===== config.mk =====
export PLATFORM = sky130hd
export DESIGN_NAME = fpu_int_normalize
export DESIGN_NICKNAME = d
export VERILOG_FILES = /design/src/rtl/fpu_pkg.sv /design/src/rtl/fpu_int_norm_step.sv /design/src/rtl/fpu_int_normalize.sv
export SDC_FILE = /design/constraint.sdc
export NUM_CORES = 1
export LEC_CHECK = 0
export BUFFER_PORTS_ARGS = -buffer_cell sky130_fd_sc_hd__buf_2
export CAP_MARGIN = 20
export CORE_MARGIN = 1.5
export CORE_UTILIZATION = 45
export DETAILED_ROUTE_END_ITERATION = 12
export MAX_ROUTING_LAYER = met4
export PLACE_DENSITY = 0.67
export SLEW_MARGIN = 20
export SYNTH_ARGS = -nofsm -noshare
export SYNTH_HDL_FRONTEND = slang
export SYNTH_SLANG_ARGS = --single-unit

===== constraint.sdc =====
create_clock -name CLK -period 4.3 [get_ports CLK]
set_clock_uncertainty 0.05 [all_clocks]
set_input_delay 0.86 -clock CLK [delete_from_list [all_inputs] [get_ports CLK]]
set_output_delay 0.86 -clock CLK [all_outputs]
set_load 0.02 [all_outputs]

===== src/rtl/fpu_pkg.sv =====
// Shared FPU definitions: F32 exponent constants, the integer-normalizer FSM
// state type and the per-step shift schedule.
package fpu_pkg;

  localparam int F32_BIAS   = 127;
  localparam int F32_EXP_W  = 8;
  localparam int INT_MSB    = 31;
  localparam int NORM_STEPS = 5;

  typedef enum logic [1:0] {
    IDLE,
    ABS,
    NORM,
    DONE
  } norm_state_e;

  // Binary-search schedule: step 0 tries 16 bits, then 8, 4, 2, 1.
  function automatic logic [4:0] norm_shift(input logic [2:0] step);
    return 5'd16 >> step;
  endfunction

endpackage


===== src/rtl/fpu_int_norm_step.sv =====
// One binary-search normalization step: if the top k bits of mag are zero,
// shift them out and account for them in the leading-zero count.
module fpu_int_norm_step (
  input  logic [31:0] mag_i,
  input  logic [5:0]  lzc_i,
  input  logic [4:0]  k_i,
  output logic [31:0] mag_o,
  output logic [5:0]  lzc_o
);

  logic [31:0] top_bits;
  logic        top_zero;

  assign top_bits = mag_i >> (6'd32 - {1'b0, k_i});
  assign top_zero = (top_bits == 32'd0);
  assign mag_o    = top_zero ? (mag_i << k_i) : mag_i;
  assign lzc_o    = top_zero ? (lzc_i + {1'b0, k_i}) : lzc_i;

endmodule


===== src/rtl/fpu_int_normalize.sv =====
// Integer-to-F32 front end: takes the magnitude of a 32-bit integer and
// left-aligns it over five fixed cycles, producing sign, biased exponent and mantissa.
module fpu_int_normalize
  import fpu_pkg::*;
#(
  parameter bit SIGNED_IN = 1'b1
) (
  input  logic                 CLK,
  input  logic                 nRST,
  input  logic                 I_VALID,
  output logic                 I_READY,
  input  logic [31:0]          I_DATA,
  output logic                 O_VALID,
  input  logic                 O_READY,
  output logic                 O_SIGN,
  output logic [F32_EXP_W-1:0] O_EXP,
  output logic [31:0]          O_MAN,
  output logic                 O_ZERO
);

  norm_state_e          state_q, state_d;
  logic [31:0]          mag_q, mag_d;
  logic [5:0]           lzc_q, lzc_d;
  logic [2:0]           step_q, step_d;
  logic                 sign_q, sign_d;
  logic                 o_sign_q, o_sign_d;
  logic [F32_EXP_W-1:0] o_exp_q, o_exp_d;
  logic [31:0]          o_man_q, o_man_d;
  logic                 o_zero_q, o_zero_d;

  logic [31:0] step_mag;
  logic [5:0]  step_lzc;

  fpu_int_norm_step u_step (
    .mag_i (mag_q),
    .lzc_i (lzc_q),
    .k_i   (norm_shift(step_q)),
    .mag_o (step_mag),
    .lzc_o (step_lzc)
  );

  // I_READY is gated by nRST so it reads 0 for the whole reset window.
  assign I_READY = (state_q == IDLE) && nRST;
  assign O_VALID = (state_q == DONE);
  assign O_SIGN  = o_sign_q;
  assign O_EXP   = o_exp_q;
  assign O_MAN   = o_man_q;
  assign O_ZERO  = o_zero_q;

  always_comb begin
    // NOTE: every _d gets its hold value first so no path through the case infers a latch.
    state_d  = state_q;
    mag_d    = mag_q;
    lzc_d    = lzc_q;
    step_d   = step_q;
    sign_d   = sign_q;
    o_sign_d = o_sign_q;
    o_exp_d  = o_exp_q;
    o_man_d  = o_man_q;
    o_zero_d = o_zero_q;

    unique case (state_q)
      IDLE: begin
        if (I_VALID) begin
          mag_d   = I_DATA;
          lzc_d   = 6'd0;
          step_d  = 3'd0;
          state_d = ABS;
        end
      end
      ABS: begin
        sign_d  = SIGNED_IN && mag_q[31];
        mag_d   = sign_d ? -mag_q : mag_q;
        state_d = NORM;
      end
      NORM: begin
        mag_d  = step_mag;
        lzc_d  = step_lzc;
        step_d = step_q + 3'd1;
        if (step_q == 3'(NORM_STEPS - 1)) begin
          state_d = DONE;
          if (mag_q == 32'd0) begin
            o_sign_d = 1'b0;
            o_exp_d  = '0;
            o_man_d  = 32'd0;
            o_zero_d = 1'b1;
          end else begin
            o_sign_d = sign_q;
            o_exp_d  = F32_EXP_W'(F32_BIAS + INT_MSB - int'(step_lzc));
            o_man_d  = step_mag;
            o_zero_d = 1'b0;
          end
        end
      end
      DONE: begin
        if (O_READY) state_d = IDLE;
      end
      default: state_d = IDLE;
    endcase
  end

  // NOTE: state registers use non-blocking assignments so every flop samples pre-edge values.
  always_ff @(posedge CLK) begin
    if (!nRST) begin
      state_q  <= IDLE;
      mag_q    <= 32'd0;
      lzc_q    <= 6'd0;
      step_q   <= 3'd0;
      sign_q   <= 1'b0;
      o_sign_q <= 1'b0;
      o_exp_q  <= '0;
      o_man_q  <= 32'd0;
      o_zero_q <= 1'b0;
    end else begin
      state_q  <= state_d;
      mag_q    <= mag_d;
      lzc_q    <= lzc_d;
      step_q   <= step_d;
      sign_q   <= sign_d;
      o_sign_q <= o_sign_d;
      o_exp_q  <= o_exp_d;
      o_man_q  <= o_man_d;
      o_zero_q <= o_zero_d;
    end
  end

endmodule


==> results.cfg, run 1 <==
[status]
status = completed

[critical_path]
worst-setup-path-type = flop to flop
cp.depth = 16
r2r_cells = 16
cp-start-kind = flop
critical_path_arrival_ps = 4320
worstPathRequired_ps = 4550
crit_path_end_kind = flop
crit_path_frequent_cell = a211oi_2
crit_buf_inv = 2
max_stage_delay_ps = 500
cp_max_fo = 13
crit_chain = inv_1, ha_4, buf_12, or3b_1, o311a_1, a2111oi_2, o22ai_1, a211oi_2, a211oi_2, nor2_4, mux2_2, ha_1, nor3b_1, o211a_1, or4_1, nand3_1
critical_path.top_delay_family = compound AO/OA/AOI/OAI gates
crit_slowest_cell = or4_1

[global_route]
grt_max_degree = 53
grt_pass1_vias = 7439
grt_pass1_wl_um = 43100
track_usage = 0.313
gr-total-overflow = 0
antenna_found_initial = 0

[synth]
synthArstFlopShare = 0
syn_area_um2 = 7890
avgSynthCellArea_um2 = 7.51
seq_area_frac_synth = 0.218
syn_nets = 1102
synth_cells = 1050
ys_ff_latch = 86
yosys_warnings = 0
ys.flop_type = dfxtp_1
synth.distinct_cells = 75
synth_edf_count = 0

[cells_and_area]
most-common-layout-cells = mux2i_1 (108), nand2_1 (104), nor2_1 (102)
final_cells = 1322
layout-drive-gt1-share = 0.197
regArea_um2 = 1720
diodes = 0
multi_input_area_um2 = 5760
nFillCells = 1690
area_delta_synth_final_pct = 15.1
layout_commonest_cell = mux2i_1
nets = 1144

[cts]
cts_hold_buffers = 0
cts_tree = done
cts_setup_buffers = 0
htreeDepth = 3
clockBufferDepth = 2
clk_pin_slew_worst_paths_ps = 70
root_buffer = clkbuf_16
clkSinkCount = 86
numCtsBuffers = 9
clock_latency_ps = 350

[timing]
worst_slack_ps = 228
tightest_slew_ps = 860
fmax_ghz = 0.246
setup_tns_ps = 0
hold_viol = 0
period_minus_slack_ps = 4070
max_slew_margin = 0.425
fin_crit_sh = 0.947
report.final.slew_viol_count = 0
rsz0062_at_grt = no
fin_hold_ws_ps = 416
setup_viol = 0

[routing]
ant_nets = 0
drcViolationCount = 0
drt_wl_total_um = 28100
first_pass_iters = 5
drt_iter0_markers = 830
wl_per_cell_um = 21.3
via_per_inst = 6.25
via_count = 8260

[power]
leakage_nw = 3.77
p_per_area_nw_per_um2 = 636
vdd_ir_drop_max_mv = 0.400

[place]
hpwl_um = 20400
port_buffers = 79
post-place-ws_ps = 2.48
dpl.cell_count = 1303
place.gp.congestion = 1.07

[die]
die_area_um2 = 18300
core-area_um2 = 17200
ios = 80
num_rows = 48
start_util = 0.458
die_height_um = 135
fp.dieW_um = 135

[hold_path]
hold_depth = 2
min_path_type = flop to flop

[run]
maxCapViolCount = 0
## stage by stage
step / utilization / area [um^2] / total power, mW
after floorplan: - / 7890 / 3.61
after global placement: 0.498 / 8590 / 4.69
after detailed placement: 0.498 / 8590 / 4.69
after CTS: 0.517 / 8920 / 5.59
after global routing: 0.527 / 9080 / 6.11
final: 0.527 / 9080 / 5.77
## logic make-up (layout without fill, tap and decap cells)
logic type | count (synthesis) | count (layout) | synth area share
fa+ha+maj | 18 | 18 | 0.0289
simple gates | 384 | 384 | 0.240
compound gates | 258 | 258 | 0.219
mux | 138 | 138 | 0.184
buf+inv | 128 | 175 | 0.0676
flops | 86 | 86 | 0.218
xor+xnor | 38 | 38 | 0.0422
## power breakdown
part           switching [mW]  leakage (nW)  total [mW]  internal [mW]
Combinational            2.27          2.91        3.65           1.39
Sequential              0.294         0.701        1.24          0.944
Clock                   0.365         0.161       0.882          0.517
## sequential cells by signal, summed over array words and instances, names as in the netlist
register  cells
lzc_q         6
step_q        3
O_SIGN        1
mag_q        32
state_q       2
O_ZERO        1
O_MAN        32
sign_q        1
O_EXP         8
## cell type report
cell class | count | share of cell area
Clock inverter | 7 | 0.0110
Sequential cell | 86 | 0.190
Multi-Input combinational cell | 836 | 0.634
Inverter | 20 | 0.00826
Tap cell | 225 | 0.0310
Timing Repair Buffer | 139 | 0.101
Clock buffer | 9 | 0.0248
## path summary, 6_finish.rpt
kind / slack (ps) / to / from
setup / recovery: 230 / O_EXP[4] / step_q[1]
hold / removal: 420 / O_EXP[7] / O_EXP[7]
setup reg to reg: 230 / O_EXP[4] / step_q[1]
hold reg to reg: 420 / O_EXP[7] / O_EXP[7]
## cells in the mapped netlist, types with 24 or more instances
library cell,count,area [um^2]
o211ai_1,24,180
a22oi_1,35,263
dfxtp_1,86,1720
nor3_1,30,150
a21oi_1,38,190
mux2_2,26,293
nor2b_1,42,263
mux2i_1,108,1080
clkbuf_1,78,293
nand2_1,104,390
nor2_1,102,383
o21ai_0,71,355
## worst reg2reg max path: stages, from the launching register on
cell and delay, ps:
dfxtp_2 360, inv_1 120, ha_4 190, buf_12 160, or3b_1 380, o311a_1 150
a2111oi_2 290, o22ai_1 160, a211oi_2 280, a211oi_2 160, nor2_4 140, mux2_2 360
ha_1 240, nor3b_1 150, o211a_1 260, or4_1 500, nand3_1 80
## metal layers
metal	wire, um	track usage
met1	12800	0.438
met2	12300	0.458
met3	2260	0.0520
met4	801	0.102
met5	0	-
## timing repair
item | 4_1_cts | 5_1_grt
cloned | 0 | 2
endpoints found under the setup margin | 1 | 12
pin swaps | 0 | 6
gates resized for setup | 1 | 24
No activity file was read; power rests on OpenSTA's default activity.
==> inputs of run 2 (changes only) <==
--- a/config.mk
+++ b/config.mk
@@ -15,4 +15,5 @@
 export SLEW_MARGIN = 20
 export SYNTH_ARGS = -nofsm -noshare
 export SYNTH_HDL_FRONTEND = slang
+export SYNTH_HIERARCHICAL = 1
 export SYNTH_SLANG_ARGS = --single-unit
==> run 2 against run 1 <==
Compared with the run above:
- maximum frequency fell by 2.9%
- worst setup slack worse by 120 ps
- flip-flop and latch count stayed put
- first-iteration DRC count increased by 1.2%
- register-to-register slack got worse by 120 ps
- synthesized cell count is 12% lower
- cell area rose by 2.2%
- sequential share of layout area shrank 0.41 points
- combinational power up 28%
- cell count decreased by 2.3%
- critical path type unchanged
- critical endpoint is now mag_q[23]
==> results.cfg, run 2 <==
[global_route]
antenna_found_initial = 0
gr-total-overflow = 0
grt_pass1_wl_um = 43700
grt_pass1_vias = 7845
grt_max_degree = 42
track_usage = 0.324

[critical_path]
critical_path_arrival_ps = 4400
crit_buf_inv = 6
crit_chain = inv_1, ha_1, nand2_2, inv_2, buf_12, and2_1, a211o_1, mux4_2, nor4_2, a311o_1, o2111a_2, a32oi_4, buf_6, buf_6, buf_12, mux2_4, nand2_1, o21ai_0, a2111o_1, o211a_1
max_stage_delay_ps = 500
critical_path.top_delay_family = compound AO/OA/AOI/OAI gates
worst-setup-path-type = flop to flop
crit_slowest_cell = mux4_2
cp_max_fo = 34
worstPathRequired_ps = 4500
crit_path_end_kind = flop
cp-start-kind = flop

[cts]
clk_pin_slew_worst_paths_ps = 70
clock_latency_ps = 360
root_buffer = clkbuf_16
htreeDepth = 3
clkSinkCount = 86
numCtsBuffers = 9
cts_tree = done
clockBufferDepth = 2

[power]
leakage_nw = 3.98
vdd_ir_drop_max_mv = 0.472
p_per_area_nw_per_um2 = 728

[synth]
synth_cells = 927
syn_area_um2 = 7540
yosys_warnings = 6
yosys-top-cells-area = dfxtp_1 (23%), mux2i_1 (5.6%), mux2_4 (5.0%), a22o_1 (4.9%), nor2_1 (4.7%)
ys_ff_latch = 86
synthArstFlopShare = 0
avgSynthCellArea_um2 = 8.13
syn_nets = 981
yosys-top-cells-count = nor2_1 (94), dfxtp_1 (86), nand2_1 (73), a21oi_1 (60), clkbuf_1 (44)
seq_area_frac_synth = 0.228
synth_most_common_cell = nor2_1
synth_top_area_cell = dfxtp_1
synth_edf_count = 0
synth_top_area_share = 0.228
synth.distinct_cells = 83
ys.flop_type = dfxtp_1

[die]
die_area_um2 = 17500
ios = 80
fp.dieW_um = 132
core-area_um2 = 16500
start_util = 0.458
num_rows = 47
die_height_um = 132

[routing]
drcViolationCount = 0
drt_iter0_markers = 840
via_count = 8323
ant_nets = 0
drt_wl_total_um = 28300
first_pass_iters = 6
via_per_inst = 6.45
wl_per_cell_um = 21.9

[timing]
setup_viol = 0
tightest_slew_ps = 1010
hold_viol = 0
setup_tns_ps = 0
period_minus_slack_ps = 4190
fmax_ghz = 0.239
report.final.slew_viol_count = 0
fin_crit_sh = 0.975
max_slew_margin = 0.320
fin_hold_ws_ps = 416

[status]
status = completed

[cells_and_area]
nFillCells = 1556
nets = 1120
diodes = 0
final_cells = 1291
area_delta_synth_final_pct = 23.1
most-common-layout-cells = buf_4 (106), nor2_1 (94), dfxtp_1 (84)
layout-drive-gt1-share = 0.285
layout_commonest_cell = buf_4

[place]
place.gp.congestion = 1.00
hpwl_um = 20700
port_buffers = 79
dpl.cell_count = 1261

[hold_path]
min_path_type = flop to flop

[run]
maxCapViolCount = 0
## run 2: cell types whose count changed in the layout (fill, tap and decap cells not counted), sizes merged, moves of 18 or more
cell   before  now
a21oi      39   60
a22o        1   42
a22oi      35   16
buf       137  196
mux2       26   44
mux2i     109   42
nand2     104   74
nor2b      42   17
o21ai      74   44
## run 2: where the power goes
group | switching (mW) | total [mW] | internal (mW)
clock network | 0.353 | 0.879 | 0.527
registers | 0.246 | 1.18 | 0.937
logic | 2.68 | 4.69 | 2.02
total | 3.28 | 6.75 | 3.48
## run 2: worst paths after layout
check	cells after the start	endpoint	start	slack, ps
setup / recovery	20	mag_q[23]	step_q[1]	110
hold / removal	1	O_MAN[3]	O_MAN[3]	420
setup reg to reg	20	mag_q[23]	step_q[1]	110
hold reg to reg	1	O_MAN[3]	O_MAN[3]	420
## run 2: kinds of logic after synthesis
logic type,synth area share
and+or+nand+nor,0.207
muxes,0.158
AOI/OAI and AO/OA,0.284
DFF,0.228
buffers and inverters,0.0631
xor gates and xnor gates,0.0289
adders and majority gates,0.0309
## run 2: per-layer routing
layer  wire [um]  track usage
met4        1490        0.178
met1       11500        0.400
met3        2350       0.0632
met5           0            -
met2       12900        0.498
## run 2: per-stage QoR
| stage | instance area, um^2 | setup slack [ps] | util | power, mW |
|---|---|---|---|---|
| after global routing | 9280 | -52.3 | 0.564 | 7.08 |
| final | 9280 | 108 | 0.564 | 6.75 |
| after floorplan | 7550 | 14.8 | - | 3.98 |
| after detailed placement | 8680 | -34.8 | 0.527 | 5.45 |
| after CTS | 9020 | 16.4 | 0.548 | 6.36 |
| after global placement | 8680 | 69.4 | 0.527 | 5.46 |
## run 2: cell type report
cell class / count / area (um^2) / area share
flip-flops and latches: 86 / 1720 / 0.186
well taps: 220 / 275 / 0.0296
multi-input cells: 741 / 5490 / 0.591
repair buffers: 196 / 1350 / 0.145
clock inverters: 5 / 81.3 / 0.00876
clock buffers: 11 / 243 / 0.0261
inverters: 32 / 120 / 0.0129
## run 2: what timing repair did
action                                  4_1_cts  5_1_grt
gates resized for setup                       3       36
buffers inserted                              0       14
hold buffers                                  0        0
gates cloned                                  0        0
endpoints found under the setup margin        4       43
pin swaps                                     0        5
==> inputs of run 3 (changes only) <==
--- a/config.mk
+++ b/config.mk
@@ -11,7 +11,7 @@
 export CORE_UTILIZATION = 45
 export DETAILED_ROUTE_END_ITERATION = 12
 export MAX_ROUTING_LAYER = met4
-export PLACE_DENSITY = 0.67
+export PLACE_DENSITY = 0.68
 export SLEW_MARGIN = 20
 export SYNTH_ARGS = -nofsm -noshare
 export SYNTH_HDL_FRONTEND = slang
==> run 3 against run 2 <==
Compared with the run above:
- via count fell by 1.7%
- routed wire length fell by 2.0%
- first-iteration DRC count rose by 8.9%
- global-route usage fell by 0.33 points
- non-clock buffer count fell by 4
- cell count fell by 0.31%
- clock power rose by 7.4%
- sequential power barely moved
- critical path depth fell by 1
- critical path type unchanged
- largest cell class unchanged
- largest power group unchanged
==> results.cfg, run 3 (same netlist as run 2, synthesis figures left out) <==
[status]
status = completed

[cells_and_area]
layout_commonest_cell = buf_4
layout-drive-gt1-share = 0.286
nets = 1116
diodes = 0
fin_area_um2 = 9320
multi_input_area_um2 = 5540
most-common-layout-cells = buf_4 (108), nor2_1 (94), dfxtp_1 (84)
regArea_um2 = 1720
nFillCells = 1524
area_delta_synth_final_pct = 23.6

[critical_path]
cp_max_fo = 33
worst-setup-path-type = flop to flop
critPathLaunch = step_q[0]
critical_path_arrival_ps = 4340
crit_path_end_kind = flop
worstPathRequired_ps = 4490
cp-start-kind = flop
r2r_start = step_q[0]

[power]
finalPower_mw = 6.78
p_per_area_nw_per_um2 = 727
leakage_nw = 3.97
vdd_ir_drop_max_mv = 0.523

[hold_path]
hp-start = O_MAN[5]
min_path_type = flop to flop

[die]
die_area_um2 = 17500
start_util = 0.458
core-area_um2 = 16500
ios = 80
die_height_um = 132
fp.dieW_um = 132
num_rows = 47

[timing]
tightest_slew_ps = 1090
report.final.slew_viol_count = 0
max_slew_margin = 0.271
rsz0062_at_grt = yes
setup_viol = 0
period_minus_slack_ps = 4150
fmax_ghz = 0.241
fin_crit_sh = 0.966
worst_slack_ps = 146
hold_viol = 0
fin_hold_ws_ps = 416

[cts]
numCtsBuffers = 9
cts_tree = done
clockBufferDepth = 2
cts_hold_buffers = 0
root_buffer = clkbuf_16
htreeDepth = 3
clk_pin_slew_worst_paths_ps = 70
clock_latency_ps = 360
clkSinkCount = 86

[routing]
drt_wl_total_um = 27700
ant_nets = 0
via_count = 8178
drt_iter0_markers = 915
first_pass_iters = 6
wl_per_cell_um = 21.5
drcViolationCount = 0
via_per_inst = 6.35

[global_route]
antenna_found_initial = 0
grt_max_degree = 67
grt_pass1_vias = 7631
grt_pass1_wl_um = 43000
gr-total-overflow = 0
track_usage = 0.321

[place]
port_buffers = 79
hpwl_um = 20100
place.gp.congestion = 1.02
place_area_um2 = 8690
post-place-ws_ps = -122

[run]
maxCapViolCount = 0
[run 3: cell types whose count changed in the layout (fill, tap and decap cells not counted), moves of 2 or more]
cell	before	now
nand3_2	0	2
buf_4	106	108
or4_1	7	9
a21oi_2	0	2
buf_6	7	2
nand3_1	18	16
buf_12	4	1
clkinv_4	0	2
a2111oi_4	1	3
or4_4	2	0
[run 3: through the flow]
step	instances	setup TNS, ps	util
2_1_floorplan	927	0	-
6_report	1287	0	0.566
5_1_grt	1287	-233	0.566
3_5_place_dp	1262	-1010	0.528
3_3_place_gp	1262	0	0.528
4_1_cts	1279	0	0.552
[run 3: timing repair]
item,CTS,global route
pin swaps,1,9
setup endpoints to repair,22,37
gates resized for setup,7,29
cloned,0,1
buffers inserted,1,7
[run 3: area by class of cell]
type | instances | share of cell area
clock buffers | 10 | 0.0256
clock inverters | 6 | 0.0125
inverters | 32 | 0.0132
multi-input cells | 741 | 0.595
flip-flops and latches | 86 | 0.185
well taps | 220 | 0.0295
repair buffers | 192 | 0.140
[run 3: worst paths after layout]
check                                  to  slack (ps)  cells after the start
worst max-delay path            mag_q[29]         150                     19
worst min-delay path             O_MAN[5]         420                      1
worst max register to register  mag_q[29]         150                     19
worst min register to register   O_MAN[5]         420                      1
[run 3: power breakdown]
group	switching (mW)	internal [mW]
logic	2.65	1.99
clock network	0.356	0.588
registers	0.257	0.937
[run 3: critical path, stage by stage, from the launching register on]
cell and delay [ps]:
dfxtp_2 340, inv_1 60, ha_1 220, nand2_2 110, inv_4 50, buf_16 160
and2_1 170, a211o_1 320, mux4_2 520, nor4_4 160, a311o_1 150, o2111a_2 250
a32oi_4 160, buf_6 190, mux2_4 320, nand3_2 100, a2111oi_4 100, a221oi_1 320
o21ai_1 100, nor3b_2 160
[run 3: per-layer routing]
layer | global-route usage | share of wire | up-vias
li1 | - | - | 3784
met1 | 0.418 | 0.42 | 3854
met2 | 0.487 | 0.45 | 456
met3 | 0.0502 | 0.081 | 84
met4 | 0.152 | 0.044 | 0
met5 | - | 0 | -
